## src/rtl/segment_capture.sv

```systemverilog
// Captures a multiplexed 7-segment display: qualifies stable digit patterns, stores the decoded
// value per digit and emits a change event through a valid/ready handshake.
module segment_capture #(
    parameter int unsigned STABLE_CYCLES = 4
) (
    input  logic        clk,
    input  logic        reset,
    input  logic [3:0]  dig_n,
    input  logic [7:0]  seg_n,
    output logic [19:0] digits,
    output logic [3:0]  dps,
    output logic        evt_valid,
    input  logic        evt_ready,
    output logic [1:0]  evt_digit,
    output logic [4:0]  evt_code,
    output logic        evt_dp,
    output logic        evt_err,
    output logic        ovf,
    input  logic        ovf_clr
);

    localparam logic [7:0] StableMax = 8'(STABLE_CYCLES);
    localparam logic [7:0] StableLast = 8'(STABLE_CYCLES - 1);

    typedef enum logic [1:0] {StIdle, StTrack, StLocked} state_e;

    state_e      state_q, state_d;
    logic [7:0]  run_q, run_d;
    logic [3:0]  dig_q, dig_prev_q;
    logic [7:0]  seg_q, seg_prev_q;
    logic [4:0]  code_q [4];
    logic [3:0]  dps_q;
    logic        evt_valid_q, evt_dp_q, evt_err_q, ovf_q;
    logic [1:0]  evt_digit_q;
    logic [4:0]  evt_code_q;

    logic        sel_valid;
    logic [1:0]  sel_idx;
    logic [7:0]  pat;
    logic [4:0]  dec_code;
    logic        dec_err, dec_dp;
    logic        same, qualify, changed, new_evt;

    always_comb begin
        sel_valid = 1'b1;
        sel_idx   = 2'd0;
        case (dig_q)
            4'b1110: sel_idx = 2'd0;
            4'b1101: sel_idx = 2'd1;
            4'b1011: sel_idx = 2'd2;
            4'b0111: sel_idx = 2'd3;
            default: sel_valid = 1'b0;
        endcase
    end

    // Decimal point is decoded separately, so mask it out of the pattern.
    always_comb begin
        pat      = ~seg_q & 8'hFE;
        dec_dp   = ~seg_q[0];
        dec_err  = 1'b0;
        dec_code = 5'h1E;
        case (pat)
            8'h7E: dec_code = 5'h00;
            8'h0C: dec_code = 5'h01;
            8'hB6: dec_code = 5'h02;
            8'h9E: dec_code = 5'h03;
            8'hCC: dec_code = 5'h04;
            8'hDA: dec_code = 5'h05;
            8'hFA: dec_code = 5'h06;
            8'h0E: dec_code = 5'h07;
            8'hFE: dec_code = 5'h08;
            8'hCE: dec_code = 5'h09;
            8'hEE: dec_code = 5'h0A;
            8'hF8: dec_code = 5'h0B;
            8'h72: dec_code = 5'h0C;
            8'hBC: dec_code = 5'h0D;
            8'hF2: dec_code = 5'h0E;
            8'hE2: dec_code = 5'h0F;
            8'h70: dec_code = 5'h10;
            8'hA8: dec_code = 5'h11;
            8'hE6: dec_code = 5'h12;
            8'h00: dec_code = 5'h1F;
            default: dec_err = 1'b1;
        endcase
    end

    assign same = (dig_q == dig_prev_q) && (seg_q == seg_prev_q);

    always_comb begin
        state_d = state_q;
        run_d   = run_q;
        qualify = 1'b0;
        case (state_q)
            StIdle: begin
                if (sel_valid) begin
                    state_d = StTrack;
                    run_d   = 8'd1;
                end
            end
            StTrack: begin
                if (!sel_valid) begin
                    state_d = StIdle;
                    run_d   = 8'd0;
                end else if (!same) begin
                    run_d = 8'd1;
                end else if (run_q == StableLast) begin
                    qualify = 1'b1;
                    state_d = StLocked;
                    run_d   = StableMax;
                end else if (run_q < StableMax) begin
                    run_d = run_q + 8'd1;
                end
            end
            StLocked: begin
                if (!sel_valid) begin
                    state_d = StIdle;
                    run_d   = 8'd0;
                end else if (!same) begin
                    state_d = StTrack;
                    run_d   = 8'd1;
                end
            end
            default: begin
                state_d = StIdle;
                run_d   = 8'd0;
            end
        endcase
    end

    assign changed = (dec_code != code_q[sel_idx]) || (dec_dp != dps_q[sel_idx]);
    assign new_evt = qualify && changed;

    always_ff @(posedge clk) begin
        if (reset) begin
            state_q     <= StIdle;
            run_q       <= 8'd0;
            dig_q       <= 4'hF;
            seg_q       <= 8'hFF;
            dig_prev_q  <= 4'hF;
            seg_prev_q  <= 8'hFF;
            for (int i = 0; i < 4; i++) code_q[i] <= 5'h1F;
            dps_q       <= 4'h0;
            evt_valid_q <= 1'b0;
            evt_digit_q <= 2'd0;
            evt_code_q  <= 5'd0;
            evt_dp_q    <= 1'b0;
            evt_err_q   <= 1'b0;
            ovf_q       <= 1'b0;
        end else begin
            state_q    <= state_d;
            run_q      <= run_d;
            dig_q      <= dig_n;
            seg_q      <= seg_n;
            dig_prev_q <= dig_q;
            seg_prev_q <= seg_q;
            if (qualify) begin
                code_q[sel_idx] <= dec_code;
                dps_q[sel_idx]  <= dec_dp;
            end
            if (new_evt && (!evt_valid_q || evt_ready)) begin
                evt_valid_q <= 1'b1;
                evt_digit_q <= sel_idx;
                evt_code_q  <= dec_code;
                evt_dp_q    <= dec_dp;
                evt_err_q   <= dec_err;
            end else if (evt_valid_q && evt_ready) begin
                evt_valid_q <= 1'b0;
            end
            // A drop in the same cycle as ovf_clr keeps the flag set.
            if (new_evt && evt_valid_q && !evt_ready) begin
                ovf_q <= 1'b1;
            end else if (ovf_clr) begin
                ovf_q <= 1'b0;
            end
        end
    end

    assign digits    = {code_q[3], code_q[2], code_q[1], code_q[0]};
    assign dps       = dps_q;
    assign evt_valid = evt_valid_q;
    assign evt_digit = evt_digit_q;
    assign evt_code  = evt_code_q;
    assign evt_dp    = evt_dp_q;
    assign evt_err   = evt_err_q;
    assign ovf       = ovf_q;

endmodule
```

## config.mk

```make
export PLATFORM = sky130hd
export DESIGN_NAME = segment_capture
export DESIGN_NICKNAME = d
export VERILOG_FILES = /design/src/rtl/segment_capture.sv
export SDC_FILE = /design/constraint.sdc
export NUM_CORES = 1
export LEC_CHECK = 0
export BUFFER_PORTS_ARGS = -buffer_cell sky130_fd_sc_hd__buf_4
export CAP_MARGIN = 20
export CORE_MARGIN = 1
export CORE_UTILIZATION = 62
export CTS_CLUSTER_SIZE = 14
export DETAILED_ROUTE_END_ITERATION = 8
export PLACE_DENSITY = 0.82
export SYNTH_ARGS = -nofsm -noshare
export SYNTH_HDL_FRONTEND = slang
export SYNTH_SLANG_ARGS = --single-unit
export TNS_END_PERCENT = 10
```

## constraint.sdc

```tcl
create_clock -name clk -period 4.8 [get_ports clk]
set_input_delay 0.24 -clock clk [delete_from_list [all_inputs] [get_ports clk]]
set_output_delay 0.24 -clock clk [all_outputs]
set_load 0.02 [all_outputs]
```

**Word level (Yosys, flattened, before mapping)**

Memory sizes are Yosys's and may differ from the RTL's.
Index checks and enable logic that the tools add are counted.

- Bits in registers: 49
- RAM bits: 20
- Bits of input ports: 16
- Output and inout bits: 35
- Word-level logic and storage cells: 115
- Memories: 1

Memory list:

| memory | words | bits a word | rd ports | clocked after Yosys merged registers in | wr ports | RTL line | text |
|---|---|---|---|---|---|---|---|
| code_q | 4 | 5 | 5 | 0 | 4 | 31 | `logic [4:0] code_q [4];` |

- Add/sub/neg operators: 1
- Order comparisons: 3
- Equality and inequality tests: 35
- Mux-type cells: 40
- Bitwise gates (word level): 2
- Reduce and logical (&&, ||, !) cells: 20

Operator list:

| kind | count |
|---|---|
| case mux 5 bit (20 select lines) | 1 |
| == test 7 bit, second input constant | 14 |
| 2-to-1 mux 8 bit | 7 |
| case mux 8 bit (3 select lines) | 1 |
| == test 7 x 6 -> 1 bit, second input constant | 3 |
| OR reduction 20 bit | 1 |
| 2-to-1 mux 1 bit | 18 |
| == test 7 x 3 -> 1 bit, second input constant | 2 |
| 2-to-1 mux 2 bit | 7 |
| == test 4 bit, second input constant | 3 |
| case mux 2 bit (3 select lines) | 2 |
| != test 3 bit, second input constant | 3 |
| adder 8 x 1 -> 8 bit, second input constant | 1 |
| == test 8 x 2 -> 1 bit, second input constant | 1 |
| == test 8 bit | 1 |
| logical NOT 8 bit | 1 |
| less-than comparator 8 x 3 -> 1 bit, second input constant | 1 |
| inverter 8 bit | 1 |
| logical AND 1 bit | 7 |
| 2-to-1 mux 5 bit | 1 |
| != test 5 bit | 1 |
| != test 5 bit, second input constant | 1 |
| OR reduction 5 bit | 1 |
| bitwise mux 4 bit | 1 |
| 18 further kinds | 21 |

**Logic depth before layout (Yosys ltp)**

- Word-level depth: 10
- Depth in mapped cells: 11
- Gate-level depth less buffers: 8

**Worst setup path after synthesis**

OpenSTA, ideal clock, no wires.

- Path type: reg-to-reg
- From: register seg_q[4]
- To: register evt_code_q[0], in the netlist evt_code[0]
- Setup time: 0.121 ns
- Arrival time: 2.430 ns
- Required time: 4.679 ns
- Path slack: 2.249 ns
- Stages on the path, launching flop included: 11
- Clock period less this slack: 2.551 ns
- Cell sequence: dfxtp_1 > buf_6 > buf_2 > nand4b_1 > a21oi_1 > a211oi_1 > and3_4 > mux2i_1 > o211ai_2 > o21ai_4 > mux2_2

- Word-level cells in the longest chain between the ends: 7

RTL lines:

| what | RTL line | text |
|---|---|---|
| from (decl) | 30 | `logic [7:0] seg_q, seg_prev_q;` |
| from (signal assigned) | 153 | `seg_q <= seg_n;` |
| inverter 8 bit or == test 8 bit (tied branches) | 58, 87 |  |
| == test 7 bit, or another cell as far along | 62 | `case (pat)` |
| case mux 5 bit (20 select lines) or 2-to-1 mux 1 bit (tied branches) | 62, 104 |  |
| != test 5 bit or 2-to-1 mux 1 bit (tied branches) | 130, 101 |  |
| logical OR 1 bit or 2-to-1 mux 1 bit (tied branches) | 130, 93 |  |
| logical AND 1 bit | 131 | `assign new_evt = qualify && changed;` |
| logical AND 1 bit | 160 | `if (new_evt && (!evt_valid_q \|\| evt_ready)) begin` |
| to (signal assigned) | 163 | `evt_code_q <= dec_code;` |
| to (decl) | 35 | `logic [4:0] evt_code_q;` |

Several ways; a longest one is shown, not always the timed one.
A chain may end at the register's enable or synchronous reset.

**Worst setup path in the final report**

- From: register seg_q[7]
- To: register evt_code_q[1], in the netlist evt_code[1]

The elaborated chain is that of the path after synthesis.

==> flow_metrics.env <==
export IMPL_synth_area_leader_cell="dfxtp_1"
export IMPL_finalMaxSlewViolations=0
export IMPL_cts_tree="yes"
export IMPL_layout_nets=447
export IMPL_grt_pass1_vias=2957
export IMPL_timing_fmax_mhz=294.2
export IMPL_timing_final_crit_share_pct=70.82
export IMPL_cts_sinks=69
export IMPL_drv_cap=0
export IMPL_synth_top_cells_by_count="49 x dfxtp_1, 33 x nand2_1, 31 x nor2_1"
export IMPL_antenna_cells=0
export IMPL_power_leakage_nw=1.548
export IMPL_dp_hpwl_um=6069
export IMPL_drt_iter0_drc=253
export IMPL_grt_usage_pct=30.18
export IMPL_grt_overflow_total=0
export IMPL_skew_ns=0.009020
export IMPL_cts_hold_repair_buffers=0
export IMPL_setup_violations=0
export IMPL_clk_pin_slew_ns=0.07
export IMPL_ios=51
export IMPL_wl_per_cell_um=16.95
export IMPL_rsz0062_at_grt="no"
export IMPL_worstSetupPathType="flip-flop to flip-flop"
export IMPL_ys_types=65
export IMPL_path_buf_inv=0
export IMPL_ys_ff_latch=69
export IMPL_grt_antenna_before_repair=0
export IMPL_cts_root_buf="clkbuf_8"
export IMPL_cp_max_fo=18
export IMPL_synth_area_leaders="dfxtp_1 27%, edfxtp_1 16%, or2_2 5.1%"
export IMPL_power_density_nw_per_um2=281.8
export IMPL_critPathCaptureType="flip-flop"
export IMPL_post_cts_buffers=0
export IMPL_slew_headroom_pct=41.77
export IMPL_status="finished clean"
export IMPL_drc=0
export IMPL_hold_class="input pin to flip-flop"
export IMPL_rows=27
export IMPL_synthArstFlopShare_pct=0
export IMPL_clk_latency_ns=0.35
export IMPL_vdd_drop_max_v=0.0002280
export IMPL_fp_dieArea_um2=6266
export IMPL_routabilityCongestion=0.8633
export IMPL_ys_flop_type="dfxtp_1"
export IMPL_synthMostInstantiatedCell="dfxtp_1"
export IMPL_yosys_area_top_type_share_pct=26.58
export IMPL_h_tree_depth=3
export IMPL_slowest_stage="dfxtp_1"
export IMPL_fp_dieW_um=79.16
export IMPL_finalHoldViolations=0
export IMPL_synth_seq_area_share_pct=42.85
export IMPL_io_buffer_count=50
export IMPL_synth_edf_count=20
export IMPL_wl_um=8595
export IMPL_drive_gt1_share_pct=25.52
export IMPL_grt_start_max_net_pins=60
export IMPL_worstPathRequired_ns=5.03
export IMPL_area_growth_pct=13.86
export IMPL_final_util_pct=74.94
export IMPL_syn_area_um2=3691
export IMPL_worst_pin_slew_ns=0.8697
export IMPL_ant_nets=0
export IMPL_yosysWarnings=0
export IMPL_die_h_um=79.16
export IMPL_path_cells="or4b_1 -> a21oi_1 -> a211oi_1 -> and3_4 -> mux2i_1 -> o211ai_2 -> o21ai_4 -> mux2_2"
export IMPL_initial_utilization_pct=65.82
export IMPL_vias_per_cell=6.053
export IMPL_critical_path_top_delay_family="compound AO/OA/AOI/OAI gates"
export IMPL_first_pass_iters=5
export IMPL_fin_tns_setup_ns=0
export IMPL_clockBufferDepth=2
export IMPL_synth_cells=393
export IMPL_placed_cell_area_um2=4030
export IMPL_crit_path_max_incr_delay_ns=0.76
export IMPL_grt_pass1_wl_um=14480
export IMPL_finalInstanceArea_um2=4203
export IMPL_period_minus_slack_ns=3.399
export IMPL_post_cts_resized=0
export IMPL_cts_buffers=9
export IMPL_cp_start_kind="flip-flop"
export IMPL_via_count=3069
export IMPL_critical_path_arrival_ns=3.63
export IMPL_synth_fp_nets=410
export IMPL_core_um2=5608
export IMPL_avgSynthCellArea_um2=9.392
[final timing paths]
kind                  from           to  slack [ns]  cells after the start
setup reg to reg  seg_q[7]  evt_code[1]        1.40                      8
hold reg to reg        ovf          ovf        0.48                      2
setup / recovery  seg_q[7]  evt_code[1]        1.40                      8
hold / removal    seg_n[7]     seg_q[7]        0.08                      2
[metrics by stage]
step	hold WS, ns	worst slack [ns]	cells	power [mW]
2_1_floorplan	0.3438	2.249	393	0.7454
3_3_place_gp	0.4250	1.576	491	0.7711
3_5_place_dp	0.4262	1.544	491	0.7746
4_1_cts	0.06988	1.473	507	1.190
5_1_grt	0.07065	1.238	507	1.233
6_report	0.07917	1.401	507	1.185
[flip-flops by register name, summed over array words and instances, names as in the netlist]
register,flops
seg_prev_q,8
evt_code,5
evt_valid,1
evt_err,1
ovf,1
dig_q,4
run_q,8
evt_digit,2
evt_dp,1
state_q,2
code_q,20
dig_prev_q,4
dps,4
seg_q,8
[metal layers]
layer | wire (um) | track usage, %
met1 | 3704 | 39.05
met2 | 4038 | 47.93
met3 | 583 | 5.287
met4 | 268 | 16.00
met5 | 0 | 0
[power by group]
group / total (mW) / internal (mW) / switching, mW / leakage [nW]
Combinational: 0.127 / 0.0572 / 0.0703 / 0.921
Sequential: 0.637 / 0.609 / 0.0279 / 0.536
Clock: 0.420 / 0.215 / 0.205 / 0.0905
Total: 1.18 / 0.881 / 0.303 / 1.55
[final cells by class]
type	instances	area, um^2
repair buffers	50	375.4
clock inverters	2	10.01
multi-input cells	289	1942
clock buffers	14	162.7
flip-flops and latches	69	1582
fillers	418	1405
well taps	72	90.09
inverters	11	41.29
[kinds of logic after synthesis]
logic type,after synthesis,synth area share [%]
simple gates,185,28.78
compound gates,69,14.78
flops,69,42.85
buf+inv,35,4.542
xor+xnor,21,4.983
mux,12,3.458
fa+ha+maj,2,0.6101
[layout by cell type, fill, tap and decap left out, drive strengths merged, types with 3 or more instances in the layout]
master	synthesis	routed
buf	13	50
dfxtp	49	49
nand2	33	33
nor2	31	31
or2	30	30
edfxtp	20	20
nor2b	14	14
nand2b	14	14
clkbuf	11	14
xnor2	13	13
a21oi	13	13
inv	11	11
nor3b	9	9
nand3	9	9
nor3	9	9
nand4	9	9
o22ai	8	8
xor2	8	8
o21ai	8	8
and2	6	6
mux2i	6	6
mux2	6	6
and3	6	6
a211oi	5	5
a221oi	5	5
a41oi	4	4
or3	4	4
a31oi	3	3
o21a	3	3
nor4	3	3
Note: power is estimated with default switching activity, not from simulation.
